===== config.mk =====
export PLATFORM = sky130hd
export DESIGN_NAME = spi_slave_responder
export DESIGN_NICKNAME = d
export VERILOG_FILES = /design/src/rtl/spi_slave_responder.sv
export SDC_FILE = /design/constraint.sdc
export NUM_CORES = 1
export LEC_CHECK = 0
export ABC_AREA = 0
export CORE_MARGIN = 2
export CORE_UTILIZATION = 28
export CTS_BUF_LIST = sky130_fd_sc_hd__clkbuf_8
export DETAILED_ROUTE_END_ITERATION = 8
export PLACE_DENSITY = 0.47
export RECOVER_POWER = 100
export SYNTH_ARGS = -nofsm -noshare
export SYNTH_HDL_FRONTEND = slang
export SYNTH_SLANG_ARGS = --single-unit
export TNS_END_PERCENT = 50

===== constraint.sdc =====
create_clock -name clk -period 8.2 [get_ports clk]
set_input_delay 0.82 -clock clk [delete_from_list [all_inputs] [get_ports clk]]
set_output_delay 0.82 -clock clk [all_outputs]
set_load 0.05 [all_outputs]

===== src/rtl/spi_slave_responder.sv =====
// spi_slave_responder: oversampled SPI slave with valid/ready tx and rx word handshakes.
module spi_slave_responder #(
  parameter int DATA_WIDTH  = 32,
  parameter int SYNC_STAGES = 2
) (
  input  logic                          clk,
  input  logic                          rst,
  input  logic                          sclk_i,
  input  logic                          ss_n_i,
  input  logic                          mosi_i,
  output logic                          miso_o,
  output logic                          miso_oe,
  input  logic [$clog2(DATA_WIDTH)-1:0] char_len,
  input  logic                          lsb,
  input  logic                          rx_negedge,
  input  logic                          tx_negedge,
  input  logic [DATA_WIDTH-1:0]         tx_data,
  input  logic                          tx_valid,
  output logic                          tx_ready,
  output logic [DATA_WIDTH-1:0]         rx_data,
  output logic                          rx_valid,
  input  logic                          rx_ready,
  output logic                          tx_underrun,
  output logic                          rx_overrun,
  output logic                          frame_abort
);
  localparam int CLW = $clog2(DATA_WIDTH);
  localparam int CW  = CLW + 1;
  typedef enum logic [1:0] {IDLE, LOAD, SHIFT, DONE} state_e;
  state_e state_q, state_d;
  logic [SYNC_STAGES-1:0] sclk_sq, ss_sq, mosi_sq;
  logic sclk_dq, ss_dq;
  logic [CW-1:0] cnt_q, cnt_d, len_q, len_d, len_in;
  logic lsb_q, lsb_d, rxn_q, rxn_d, txn_q, txn_d;
  logic [DATA_WIDTH-1:0] tx_sr_q, tx_sr_d, rx_sr_q, rx_sr_d, rx_data_q, rx_data_d;
  logic rx_valid_q, rx_valid_d, miso_q, miso_d, oe_q, oe_d;
  logic und_q, und_d, ovr_q, ovr_d, abt_q, abt_d;
  logic sclk_s, ss_s, mosi_s, rise, fall, ss_fall, ss_rise, cap, upd;

  // Bit position of the k-th transferred bit for the given order and length.
  function automatic logic [CLW-1:0] bit_idx(input logic lsbf, input logic [CW-1:0] len,
                                             input logic [CW-1:0] k);
    logic [CW-1:0] i;
    i = lsbf ? k : len - CW'(1) - k;
    return i[CLW-1:0];
  endfunction

  assign sclk_s  = sclk_sq[SYNC_STAGES-1];
  assign ss_s    = ss_sq[SYNC_STAGES-1];
  assign mosi_s  = mosi_sq[SYNC_STAGES-1];
  assign rise    = sclk_s & ~sclk_dq;
  assign fall    = ~sclk_s & sclk_dq;
  assign ss_fall = ~ss_s & ss_dq;
  assign ss_rise = ss_s & ~ss_dq;
  assign cap     = rxn_q ? fall : rise;
  assign upd     = txn_q ? fall : rise;
  assign len_in  = (char_len == '0) ? CW'(DATA_WIDTH) : {1'b0, char_len};

  always_comb begin
    state_d    = state_q;
    cnt_d      = cnt_q;
    len_d      = len_q;
    lsb_d      = lsb_q;
    rxn_d      = rxn_q;
    txn_d      = txn_q;
    tx_sr_d    = tx_sr_q;
    rx_sr_d    = rx_sr_q;
    rx_data_d  = rx_data_q;
    rx_valid_d = rx_valid_q & ~rx_ready;
    miso_d     = miso_q;
    oe_d       = oe_q;
    tx_ready   = 1'b0;
    und_d      = 1'b0;
    ovr_d      = 1'b0;
    abt_d      = 1'b0;
    case (state_q)
      IDLE: state_d = ss_fall ? LOAD : IDLE;
      LOAD: begin
        len_d    = len_in;
        lsb_d    = lsb;
        rxn_d    = rx_negedge;
        txn_d    = tx_negedge;
        cnt_d    = '0;
        rx_sr_d  = '0;
        tx_sr_d  = tx_valid ? tx_data : '0;
        tx_ready = tx_valid;
        und_d    = ~tx_valid;
        miso_d   = tx_valid & tx_data[bit_idx(lsb, len_in, '0)];
        oe_d     = 1'b1;
        state_d  = SHIFT;
      end
      SHIFT: begin
        if (cnt_q == len_q) state_d = DONE;
        else begin
          if (cap) begin
            rx_sr_d[bit_idx(lsb_q, len_q, cnt_q)] = mosi_s;
            cnt_d = cnt_q + CW'(1);
          end
          // Capture is applied first so a same-edge update already sees the new count.
          if (upd && cnt_d != '0 && cnt_d != len_q) miso_d = tx_sr_q[bit_idx(lsb_q, len_q, cnt_d)];
        end
      end
      DONE: begin
        if (rx_valid_q && !rx_ready) ovr_d = 1'b1;
        else begin
          rx_data_d  = rx_sr_q;
          rx_valid_d = 1'b1;
        end
        state_d = IDLE;
      end
      default: state_d = IDLE;
    endcase
    if (ss_rise) begin
      oe_d   = 1'b0;
      miso_d = 1'b0;
      if (state_q == LOAD || state_q == SHIFT) begin
        abt_d   = 1'b1;
        state_d = IDLE;
      end
    end
  end

  always_ff @(posedge clk) begin
    if (rst) begin
      state_q    <= IDLE;
      sclk_sq    <= '0;
      ss_sq      <= '1;
      mosi_sq    <= '0;
      sclk_dq    <= 1'b0;
      ss_dq      <= 1'b1;
      cnt_q      <= '0;
      len_q      <= '0;
      lsb_q      <= 1'b0;
      rxn_q      <= 1'b0;
      txn_q      <= 1'b0;
      tx_sr_q    <= '0;
      rx_sr_q    <= '0;
      rx_data_q  <= '0;
      rx_valid_q <= 1'b0;
      miso_q     <= 1'b0;
      oe_q       <= 1'b0;
      und_q      <= 1'b0;
      ovr_q      <= 1'b0;
      abt_q      <= 1'b0;
    end else begin
      state_q    <= state_d;
      sclk_sq    <= {sclk_sq[SYNC_STAGES-2:0], sclk_i};
      ss_sq      <= {ss_sq[SYNC_STAGES-2:0], ss_n_i};
      mosi_sq    <= {mosi_sq[SYNC_STAGES-2:0], mosi_i};
      sclk_dq    <= sclk_s;
      ss_dq      <= ss_s;
      cnt_q      <= cnt_d;
      len_q      <= len_d;
      lsb_q      <= lsb_d;
      rxn_q      <= rxn_d;
      txn_q      <= txn_d;
      tx_sr_q    <= tx_sr_d;
      rx_sr_q    <= rx_sr_d;
      rx_data_q  <= rx_data_d;
      rx_valid_q <= rx_valid_d;
      miso_q     <= miso_d;
      oe_q       <= oe_d;
      und_q      <= und_d;
      ovr_q      <= ovr_d;
      abt_q      <= abt_d;
    end
  end

  assign miso_o      = miso_q;
  assign miso_oe     = oe_q;
  assign rx_data     = rx_data_q;
  assign rx_valid    = rx_valid_q;
  assign tx_underrun = und_q;
  assign rx_overrun  = ovr_q;
  assign frame_abort = abt_q;
endmodule

Word level (Yosys, flattened, before mapping)
Cells that the tools add are included.

storage, ports and cells
  register bits = 127
  input port bits = 47
  output and inout bits = 39
  word-level logic and storage cells = 106

operators by class
  add/subtract/negate cells = 5
  magnitude comparators = 4
  equal/unequal tests = 8
  mux-type cells = 35
  bitwise gates (word level) = 16
  reduce and logical (&&, ||, !) cells = 18

operator list
  kind                                                  count
  2-to-1 mux 32 bit                                     3
  one-hot mux 32 bit (2 select lines)                   1
  bitwise mux 32 bit                                    1
  2-to-1 mux 6 bit                                      5
  < comparator 5 x 6 -> 1 bit (second input constant)   3
  2-to-1 mux 5 bit                                      3
  2-to-1 mux 1 bit                                      13
  one-hot mux 6 bit (2 select lines)                    1
  binary-select mux 1 bit (select 5 bit)                2
  inverter 1 bit                                        10
  subtractor 5 x 1 -> 5 bit (second input constant)     2
  subtractor 5 bit                                      2
  one-hot mux 2 bit (4 select lines)                    1
  OR reduction 2 bit                                    4
  adder 6 x 1 -> 6 bit (second input constant)          1
  AND 1 bit                                             6
  == test 6 bit                                         1
  2-to-1 mux 2 bit                                      3
  != test 2 bit (second input constant)                 3
  != test 6 bit                                         1
  AND reduction 3 bit                                   2
  nonzero test 6 bit                                    1
  demux 1 bit (select 5 bit)                            1
  >= comparator 5 x 1 -> 1 bit (second input constant)  1
  10 further kinds                                      15

Logic depth before layout (Yosys ltp)
Gate-level depths: netlist (run 1).

  word-level depth = 13
  mapped depth = 15
  mapped depth without buffers = 14

Least setup slack after synthesis (run 1)
Ideal clock, no wire load.

  kind = reg2reg
  start point = register cnt_q[1]
  end point = register miso_q, in the netlist miso_o
  library setup time = 0.134 ns
  data arrival time = 3.571 ns
  required time = 8.066 ns
  path slack = 4.495 ns
  stages on the path, launching flop included = 15
  path buffers = 2
  period minus slack after synthesis = 3.705 ns
  cell sequence = dfxtp_1 -> ha_1 -> and3b_1 -> o21ai_1 -> nand2_1 -> fa_1 -> buf_1 -> nor2b_1 -> a31oi_2 -> buf_6 -> mux2_1 -> mux2i_1 -> mux2i_1 -> a2111oi_1 -> a211oi_1

between the ends
  longest elaborated chain between the ends = 11
  elaborated cells between the ends (all ways) = 19
  classes of those cells = add/sub: 2; eq/ne: 4; mux: 9; reduce/logical: 4

ends and longest elaborated chain
  element                                 RTL line  source
  start: declaration                      33        logic [CW-1:0] cnt_q, cnt_d, len_q, len_d, len_in;
  start signal: assignment                152       cnt_q <= cnt_d;
  adder 6 x 1 -> 6 bit                    97        cnt_d = cnt_q + CW'(1);
  2-to-1 mux 6 bit                        95        if (cap) begin
  2-to-1 mux 6 bit                        93        if (cnt_q == len_q) state_d = DONE;
  2-to-1 mux 6 bit                        76        case (state_q)
  subtractor 5 bit                        44        i = lsbf ? k : len - CW'(1) - k;
  2-to-1 mux 5 bit                        44
  binary-select mux 1 bit (select 5 bit)  100       if (upd && cnt_d != '0 && cnt_d != len_q) miso_d = tx_sr_q[bit_idx(lsb_q, len_q, cnt_d)];
  2-to-1 mux 1 bit (implied by the code)  100
  2-to-1 mux 1 bit                        100
  2-to-1 mux 1 bit                        93
  one-hot mux 1 bit (2 select lines)      76
  end signal: assignment                  161       miso_q <= miso_d;
  end: declaration                        36        logic rx_valid_q, rx_valid_d, miso_q, miso_d, oe_q, oe_d;

Several ways; a longest one is shown, not always the timed one. The select of a mux whose other input is x is not followed.
A chain may end at the register's enable or synchronous reset.

Final worst setup path (run 1)
Same ends and word-level chain as after synthesis.

==> metrics.md, run 1 <==
| Metric | Value |
|---|---|
| Ant diodes | 0 |
| Setup bufs post-CTS | 0 |
| Initial Util | 28.53% |
| Fin. Hold Viols | 0 |
| R2R Setup Slk | 3.10 ns |
| Max VDD drop | 85.18 uV |
| Max clock buf depth | 2 |
| Global placer's final weighted congestion | 0.8358 |
| Setup crit start | cnt_q[1] |
| Post-synth ARST share | 0% |
| Buf/Inv on CP | 0 |
| Crit share post-route | 62.25% |
| P_leak | 0.002927 uW |
| Post-Layout Inst Area | 0.008095 mm^2 |
| R2R depth | 12 |
| Vias in the first global route | 5,735 |
| Final Power | 1738 uW |
| # resized after CTS | 0 |
| CP Max Fanout | 13 |
| Clock latency on the worst-skew pair | 0.47 ns |
| Final min period | 5.105 ns |
| Netlist cell types | 76 |
| Synthesized area | 0.006718 mm^2 |
| Chip Height | 158.9 um |
| Initial antenna violation count | 0 |
| First-pass GRT wire length | 31.95 mm |
| Worst Max-Slew Pin Slew | 3.031 ns |
| Hold Buf Count CTS | 0 |
| Port buffer count | 85 |
| Max-cap violations | 2 |
| Root Buffer | clkbuf_8 |
| Top delay family on crit path | compound AO/OA/AOI/OAI gates |
| Worst-path clk slew | 0.09 ns |
| Pin count of the biggest net entering global routing | 66 |
| Rel. slew slack | -102.1% |
| Core Rows | 56 |
| CP Launch Type | register |
| Worst setup endpoint | miso_o |
| Vias per inst | 5.003 |
| Syn Area/Cell | 8.263 um^2 |
| DP Area | 0.007782 mm^2 |
| Worst slack at placement | 3.380 ns |
| Clock Skew | 0.01778 ns |
| Yosys warnings | 0 |
| Failing checks | capacitance limit, slew limit |
| Fmax | 195.9 MHz |
| CP Depth | 12 |
| Slowest stage cell, crit path | a31oi_1 |
| IO Pins | 86 |
| Multi-input logic area | 0.003770 mm^2 |
| Antenna-violating nets left | 0 |
| Max-slew violations | 128 |
| Gr usage total | 15.77% |
| Grt ovf | 0 |
| Fillers | 2,570 |
| Most used DFF post-synth | dfxtp_1 |
| Reg2reg end | miso_o |
| Setup TNS | 0 ns |
| Pwr/cell area | 214.7 mW/mm^2 |
| Total Wirelength | 19.76 mm |
| Post-synth EDFFs | 0 |
| Clock tree from TritonCTS | done |
| Area delta synth->final | 20.51% |
| Final setup viols | 0 |
| Average wire per standard cell | 16.45 um |
| Critical Path Sink Type | register |
| Full die area | 0.02525 mm^2 |
| Num CTS Buffers | 17 |
| WP data arrival | 5.45 ns |
| Number of synthesized register bits | 127 |
| Syn Nets | 877 |
| Final WS setup | 3.095 ns |
| Seq/Total Area, Yosys | 37.85% |
| Required time worst endpoint | 8.54 ns |
| Kind of critical path | register to register |
| Core Region | 0.02354 mm^2 |
| Status | complete, but fails checks |
| Die X | 158.9 um |
| Worst r2r src | cnt_q[1] |
| Drt drc | 0 |
| Crit path cell chain | ha_1, and3b_1, o21ai_1, nand2_1, fa_1, nor2b_1, a31oi_1, mux2i_1, a2111oi_0, a211o_1, a2111oi_1, a211oi_1 |
| Mapped Cells | 813 |
| Iter 0 DRT Violations | 364 |
| Worst hold path type | register to register |
| HPWL Detailed | 13.90 mm |
| H-Tree Depth | 4 |
| Share of cells above drive strength 1 | 6.916% |
| Total Nets Final | 933 |
| Worst stage delay on the critical path | 0.96 ns |
| Via count | 6,009 |
| Register area | 0.002542 mm^2 |
| RSZ-0062 raised after global routing | no |
| Total clock sinks | 127 |
| Pre-antenna DRT Iters | 5 |
-- state kept, by name (all words and copies together) (netlist names), 2 cells and up, named ones only --
register,cells
cnt_q,6
len_q,6
mosi_sq,2
rx_data,32
rx_sr_q,32
sclk_sq,2
ss_sq,2
tx_sr_q,32
-- where the power goes --
| group | leakage, uW | switching, uW | internal (uW) |
|---|---|---|---|
| Sequential | 0.00103 | 19.7 | 635 |
| Combinational | 0.00170 | 325 | 175 |
| Clock | 0.000201 | 302 | 280 |
-- logic make-up after synthesis --
family / synth area share (%)
AO/OA/AOI/OAI: 24.62
adder cells (fa/ha/maj): 3.390
buffers and inverters: 4.843
XOR/XNOR: 2.868
AND/OR/NAND/NOR: 20.02
flip-flops: 37.85
multiplexers: 6.407
-- routing by layer --
metal  vias up  routed length [um]  GRT usage [%]
li1       3013                   -              -
met1      2873                9596          21.74
met2       112                9258          25.35
met3        11                 748          3.135
met4         0                 154          3.719
met5         -                   0              0
-- worst min path at each step --
stage,to,slack (ns),from,cells after the start
after global placement,ss_sq[1],0.39,ss_sq[0],1
final,ss_sq[1],0.42,ss_sq[0],1
after detailed placement,ss_sq[1],0.40,ss_sq[0],1
after CTS,ss_sq[1],0.42,ss_sq[0],1
after floorplan,ss_sq[1],0.39,ss_sq[0],1
after global routing,ss_sq[1],0.43,ss_sq[0],1
-- worst reg2reg max path, delay by kind of cell (launching register included) --
family	cells	cell delay, ns
simple gates	3	0.68
compound gates	6	2.30
mux	1	0.31
flops	1	0.65
fa+ha+maj	2	1.06
-- metrics by stage --
stage / hold WS (ns) / cells / utilization, %
3_5_place_dp: 0.3963 / 1169 / 33.06
5_1_grt: 0.4253 / 1201 / 34.39
6_report: 0.4152 / 1201 / 34.39
2_1_floorplan: 0.3895 / 813 / -
3_3_place_gp: 0.3917 / 1169 / 33.06
4_1_cts: 0.4155 / 1201 / 34.79
-- synth_stat cells (6+ instances only) --
master,number,area (um^2)
nor3b_1,7,52.55
a22oi_1,41,307.8
ha_1,15,187.7
nor3_1,16,80.08
nor2_1,65,244.0
a21oi_1,103,515.5
inv_1,27,101.4
o21a_1,11,82.58
o21ai_0,37,185.2
dfxtp_1,127,2542
nor2b_1,16,100.1
clkbuf_1,39,146.4
xor2_1,8,70.07
mux2i_1,34,340.3
o211ai_1,10,75.07
nand4_1,8,50.05
nand2_1,111,416.7
xnor2_1,14,122.6
nand2b_1,6,37.54
-- cells in the final DEF (no fill, tap or decap), drive strengths merged, types with 8 or more instances in the layout --
cell type	instances
xor2	8
nand2	112
dfxtp	127
clkbuf	20
nor2	66
mux2i	34
ha	15
nor3	17
o21a	11
o21ai	41
inv	35
a21oi	104
dlygate4sd3	40
a22oi	41
nor2b	16
nor4	8
nand4	8
o211ai	14
clkdlybuf4s50	44
xnor2	14
nor3b	9
-- layout make-up --
class / count / share of cell area, %
Tap cell: 319 / 4.930
Clock inverter: 15 / 2.148
Timing Repair Buffer: 89 / 10.71
Clock buffer: 17 / 2.890
Multi-Input combinational cell: 605 / 46.57
Inverter: 29 / 1.345
Sequential cell: 127 / 31.41
No activity file was read; power rests on OpenSTA's default activity.
==> run 2: changes to the inputs <==
==> constraint.sdc (replaced) <==
create_clock -name clk -period 5.35 [get_ports clk]
set_input_delay 0.535 -clock clk [delete_from_list [all_inputs] [get_ports clk]]
set_output_delay 0.535 -clock clk [all_outputs]
set_load 0.05 [all_outputs]
==> metrics.md, run 2 (synthesis results as in run 1) <==
| Metric | Value |
|---|---|
| Status | complete, but fails checks |
| Failing checks | capacitance limit, slew limit |
| Initial Util | 28.53% (unchanged) |
| DP Area | 0.007805 mm^2 (+0.29%) |
| Initial antenna violation count | 0 (unchanged) |
| Buf/Inv on CP | 1 (+1) |
| Ant diodes | 0 (unchanged) |
| CP Depth | 13 (+1) |
| WHS Path Cells | 1 (unchanged) |
| Sw Pwr | 1022 uW (+58%) |
| Hold Buf Count CTS | 0 (unchanged) |
| Worst stage delay on the critical path | 0.68 ns (-0.28 ns) |
| Crit path cell chain | ha_1, and3b_1, o21ai_1, buf_4, nand2_1, fa_1, nor2b_1, a31oi_2, mux2i_1, a2111oi_0, a211o_1, a2111oi_0, a211oi_1 |
| Share of cells above drive strength 1 | 8.362% (+1.4 points) |
| IO Pins | 86 (unchanged) |
| Multi-input logic area | 0.003837 mm^2 (+1.8%) |
| Vias per inst | 4.996 (-0.15%) |
| Placed insts | 1,172 (+0.26%) |
| Setup bufs post-CTS | 0 (unchanged) |
| First-pass GRT wire length | 31.82 mm (-0.41%) |
| Drt drc | 0 (unchanged) |
| Worst-path clk slew | 0.09 ns (about the same) |
| Vias in the first global route | 5,734 (-0.017%) |
| Iter 0 DRT Violations | 309 (-15%) |
| Final setup viols | 0 (unchanged) |
| Final min period | 4.521 ns (-0.5834 ns) |
| Kind of critical path | register to register |
| CP Launch Type | register |
| Slowest stage cell, crit path | dfxtp_1 |
| Clock Skew | 0.01657 ns (-0.001211 ns) |
| Post-Layout Inst Area | 0.008185 mm^2 (+1.1%) |
| Via count | 6,015 (+0.10%) |
| Clock tree from TritonCTS | done |
| Setup TNS | 0 ns (unchanged) |
| Fin cells | 1,204 (+0.25%) |
| Max VDD drop | 143.6 uV (+69%) |
| Worst r2r src | cnt_q[1] |
| Fillers | 2,535 (-1.4%) |
| CP Max Fanout | 13 (unchanged) |
| Core Rows | 56 (unchanged) |
| Int Power | 1655 uW (+52%) |
| Most frequent cells in the layout | dfxtp_1, nand2_1, a21oi_1 |
| Top delay family on crit path | compound AO/OA/AOI/OAI gates |
| Area delta synth->final | 21.85% |
| Pwr/cell area | 327.1 mW/mm^2 (+52%) |
| Crit share post-route | 84.51% (+22 points) |
| Sw Ratio | 38.17% (+0.94 points) |
| Worst hold path type | register to register |
| Part of the power in registers | 37.6% (about the same) |
| Root Buffer | clkbuf_8 |
| Gr usage total | 15.61% (-0.16 points) |
| Num CTS Buffers | 17 (unchanged) |
| Register area | 0.002542 mm^2 (unchanged) |
| Rel. slew slack | -81.49% (+21 points) |
| Setup crit start | cnt_q[1] |
| Port buffer count | 85 (unchanged) |
| Max-slew violations | 61 (-52%) |
| Core Region | 0.02354 mm^2 (unchanged) |
| Total Wirelength | 19.54 mm (-1.1%) |
| P_leak | 0.002970 uW (+1.5%) |
| Total clock sinks | 127 (unchanged) |
| H-Tree Depth | 4 (unchanged) |
| Fmax | 221.2 MHz (+13%) |
| Comb pwr share | 29.8% (+1.0 points) |
| HPWL Detailed | 13.95 mm (+0.35%) |
| Die X | 158.9 um (unchanged) |
| RSZ-0062 raised after global routing | no |
| Worst Max-Slew Pin Slew | 2.722 ns (-0.3088 ns) |
| Clock Power Share | 32.6% (-0.9 points) |
| Chip Height | 158.9 um (unchanged) |
| Pin count of the biggest net entering global routing | 67 (+1.5%) |
| Fin. Hold Viols | 0 (unchanged) |
| WP data arrival | 4.84 ns (-0.61 ns) |
| Clock latency on the worst-skew pair | 0.45 ns (-0.02 ns) |
| Global placer's final weighted congestion | 0.8302 (-0.67%) |
| Required time worst endpoint | 5.67 ns (-2.87 ns) |
| Average wire per standard cell | 16.23 um (-1.4%) |
| Max clock buf depth | 2 (unchanged) |
| R2R depth | 13 (+1) |
| Grt ovf | 0 (unchanged) |
| CP most frequent cell | a2111oi_0 |
| Pre-antenna DRT Iters | 5 (unchanged) |
| Max-cap violations | 1 (-1) |
| Antenna-violating nets left | 0 (unchanged) |
| # resized after CTS | 0 (unchanged) |
| Commonest non-fill, non-tap cell in the layout | dfxtp_1 |
| Critical Path Sink Type | register |
| Total Nets Final | 936 (+0.32%) |
| Hold Startpoint | ss_sq[0] |
| Full die area | 0.02525 mm^2 (unchanged) |
-- run 2: cell types whose count changed in the layout (fill, tap and decap cells not counted), sizes merged --
cell           change
clkinvlp           +1
buf                +4
dlygate4sd3        -1
clkbuf             -1
clkdlybuf4s50      +1
bufinv             -1
-- run 2: worst paths after layout --
check,endpoint,slack [ns]
min reg2reg,ss_sq[1],0.41
max reg2reg,miso_o,0.83
max,miso_o,0.83
min,ss_sq[1],0.41
-- run 2: cell type report --
type / instances / share of cell area [%]
Multi-Input combinational cell: 605 / 46.88
Sequential cell: 127 / 31.06
Timing Repair Buffer: 92 / 10.93
Tap cell: 319 / 4.876
Clock buffer: 17 / 2.858
Clock inverter: 15 / 2.064
Inverter: 29 / 1.330
-- run 2: power by group through the flow --
stage | Clock, uW | Sequential, uW | Combinational, uW
2_1_floorplan | 0 | 1020 | 593
3_3_place_gp | 0 | 1030 | 811
3_5_place_dp | 0 | 1030 | 811
4_1_cts | 900 | 1010 | 815
5_1_grt | 946 | 1010 | 882
6_report | 873 | 1010 | 799
-- run 2: stage by stage --
stage / power (uW) / util [%] / hold slack (ns) / setup WS [ns]
6_report: 2678 / 34.77 / 0.4131 / 0.8287
3_3_place_gp: 1840 / 33.15 / 0.3914 / 0.9917
4_1_cts: 2721 / 34.86 / 0.4180 / 0.8732
2_1_floorplan: 1613 / - / 0.3895 / 1.645
5_1_grt: 2839 / 34.77 / 0.4342 / 0.4727
3_5_place_dp: 1839 / 33.15 / 0.3962 / 0.9366
-- run 2: worst register-to-register path, stage by stage (launching register included) --
cell and delay (ns):
dfxtp_1 0.68, ha_1 0.38, and3b_1 0.17, o21ai_1 0.11, buf_4 0.17, nand2_1 0.16, fa_1 0.66, nor2b_1 0.21
a31oi_2 0.61, mux2i_1 0.29, a2111oi_0 0.13, a211o_1 0.31, a2111oi_0 0.43, a211oi_1 0.08
-- run 2: per-layer routing --
metal / global-route usage, % / wire length (um) / up-vias
li1: - / - / 3009
met1: 21.66 / 9621 / 2871
met2: 24.73 / 8930 / 116
met3: 2.978 / 704 / 19
met4: 4.298 / 282 / 0
met5: 0 / 0 / -
==> run 3: changes to the inputs <==
--- a/config.mk
+++ b/config.mk
@@ -10,7 +10,7 @@
 export CORE_UTILIZATION = 28
 export CTS_BUF_LIST = sky130_fd_sc_hd__clkbuf_8
 export DETAILED_ROUTE_END_ITERATION = 8
-export PLACE_DENSITY = 0.47
+export PLACE_DENSITY = 0.49
 export RECOVER_POWER = 100
 export SYNTH_ARGS = -nofsm -noshare
 export SYNTH_HDL_FRONTEND = slang
==> constraint.sdc (replaced) <==
create_clock -name clk -period 4.05 [get_ports clk]
set_input_delay 0.405 -clock clk [delete_from_list [all_inputs] [get_ports clk]]
set_output_delay 0.405 -clock clk [all_outputs]
set_load 0.05 [all_outputs]
==> metrics.md, run 3 (synthesis results as in run 1) <==
| Metric | Value |
|---|---|
| CP most frequent cell | ha_1 |
| P_leak | 0.003058 uW (+2.9%) |
| Full die area | 0.02525 mm^2 (unchanged) |
| Slowest stage cell, crit path | or3_4 |
| HPWL Detailed | 13.77 mm (-1.3%) |
| Total clock sinks | 127 (unchanged) |
| Grt ovf | 0 (unchanged) |
| Iter 0 DRT Violations | 309 (unchanged) |
| Pin count of the biggest net entering global routing | 97 (+45%) |
| Average wire per standard cell | 16.08 um (-0.89%) |
| Fillers | 2,538 (+0.12%) |
| Gr usage total | 15.63% (+0.021 points) |
| Crit path cell chain | inv_1, ha_1, xor2_1, ha_1, nor2b_1, o21ai_1, nor3b_1, o31a_1, nor2_1, or3_4, o211ai_2, a21oi_1 |
| Chip Height | 158.9 um (unchanged) |
| Most frequent cells in the layout | dfxtp_1, nand2_1, a21oi_1 |
| Clock latency on the worst-skew pair | 0.45 ns (about the same) |
| Fin. Hold Viols | 0 (unchanged) |
| Drt drc | 0 (unchanged) |
| Rel. slew slack | -36.97% (+45 points) |
| Hold Startpoint | ss_sq[0] |
| Worst r2r src | len_q[0] |
| H-Tree Depth | 4 (unchanged) |
| Max-slew violations | 97 (+59%) |
| Clock tree from TritonCTS | done |
| Fmax | 267.6 MHz (+21%) |
| Core Region | 0.02354 mm^2 (unchanged) |
| Pre-antenna DRT Iters | 5 (unchanged) |
| Core Rows | 56 (unchanged) |
| Failing checks | capacitance limit, slew limit |
| Initial antenna violation count | 0 (unchanged) |
| Setup crit start | len_q[0] |
| Worst stage delay on the critical path | 0.48 ns (-0.20 ns) |
| Share of cells above drive strength 1 | 9.667% (+1.3 points) |
| Vias in the first global route | 5,948 (+3.7%) |
| Pwr/cell area | 429.5 mW/mm^2 (+31%) |
| Initial Util | 28.53% (unchanged) |
| Final core occ | 35.31% (+0.54 points) |
| Worst Max-Slew Pin Slew | 2.055 ns (-0.6678 ns) |
| Via count | 6,103 (+1.5%) |
| First-pass GRT wire length | 32.09 mm (+0.83%) |
| Final setup viols | 0 (unchanged) |
| R2R Setup Slk | 0.31 ns (-0.52 ns) |
| Max clock buf depth | 2 (unchanged) |
| Kind of critical path | register to register |
| Critical Path Sink Type | register |
| Final min period | 3.737 ns (-0.7841 ns) |
| WP data arrival | 3.97 ns (-0.87 ns) |
| Crit share post-route | 92.27% (+7.8 points) |
| Required time worst endpoint | 4.28 ns (-1.39 ns) |
| RSZ-0062 raised after global routing | no |
| Num CTS Buffers | 17 (unchanged) |
| Clock Skew | 0.01193 ns (-0.004644 ns) |
| Buf/Inv on CP | 1 (unchanged) |
| Status | complete, but fails checks |
| Area delta synth->final | 23.75% |
| CP Launch Type | register |
| Worst-path clk slew | 0.08 ns (about the same) |
| Setup TNS | 0 ns (unchanged) |
| Commonest non-fill, non-tap cell in the layout | dfxtp_1 |
| Top delay family on crit path | simple AND/OR/NAND/NOR gates |
| Port buffer count | 85 (unchanged) |
| Final WS setup | 0.3129 ns (-0.5159 ns) |
| Global placer's final weighted congestion | 0.8079 (-2.7%) |
| Vias per inst | 5.007 (+0.21%) |
| IO Pins | 86 (unchanged) |
| CP Max Fanout | 8 (-5) |
| Die X | 158.9 um (unchanged) |
| Total Wirelength | 19.61 mm (+0.35%) |
| Root Buffer | clkbuf_8 |
| Antenna-violating nets left | 0 (unchanged) |
| Worst hold path type | register to register |
| Ant diodes | 0 (unchanged) |
| Final Power | 3570 uW (+33%) |
| Max VDD drop | 155.2 uV (+8.0%) |
| Worst slack at placement | 0.2308 ns (-0.7058 ns) |
| Max-cap violations | 1 (unchanged) |
| Total Nets Final | 951 (+1.6%) |
run 3: per-layer routing:
metal	vias up	track usage [%]	part of all wire (%)
met2	134	25.49	46
met3	26	3.344	3.7
met5	-	0	0
met4	0	4.711	1.5
met1	2895	20.73	49
li1	3048	-	-
run 3: path summary, 6_finish.rpt:
check,endpoint,depth (start not counted)
worst max register to register,rx_sr_q[18],12
worst min-delay path,ss_sq[1],1
worst max-delay path,rx_sr_q[18],12
worst min register to register,ss_sq[1],1
run 3: where the power goes:
part | switching (uW) | internal, uW
Combinational | 678 | 394
Clock | 547 | 623
Sequential | 41.5 | 1290
Total | 1270 | 2300
run 3: area by class of cell:
class | count | area, um^2 | share of cell area [%]
flip-flops and latches | 127 | 2542 | 30.58
well taps | 319 | 399.1 | 4.801
inverters | 29 | 108.9 | 1.309
clock inverters | 14 | 166.4 | 2.002
repair buffers | 107 | 1007 | 12.12
clock buffers | 18 | 247.7 | 2.980
multi-input cells | 605 | 3841 | 46.21
run 3: through the flow:
stage                     cell area [um^2]  std cells  hold WS, ns
after floorplan                       6718        813       0.3895
after global placement                7918       1187       0.3958
after detailed placement              7918       1187       0.3978
after CTS                             8332       1219       0.3144
after global routing                  8313       1219       0.4234
final                                 8313       1219       0.4127
run 3: what timing repair did:
| item | 4_1_cts | 5_1_grt |
|---|---|---|
| resized for setup | 0 | 1 |
| hold buffers | 0 | 0 |
| setup buffers | 0 | 0 |
| setup endpoints to repair | 0 | 1 |
| endpoints found under the hold margin | 0 | 0 |
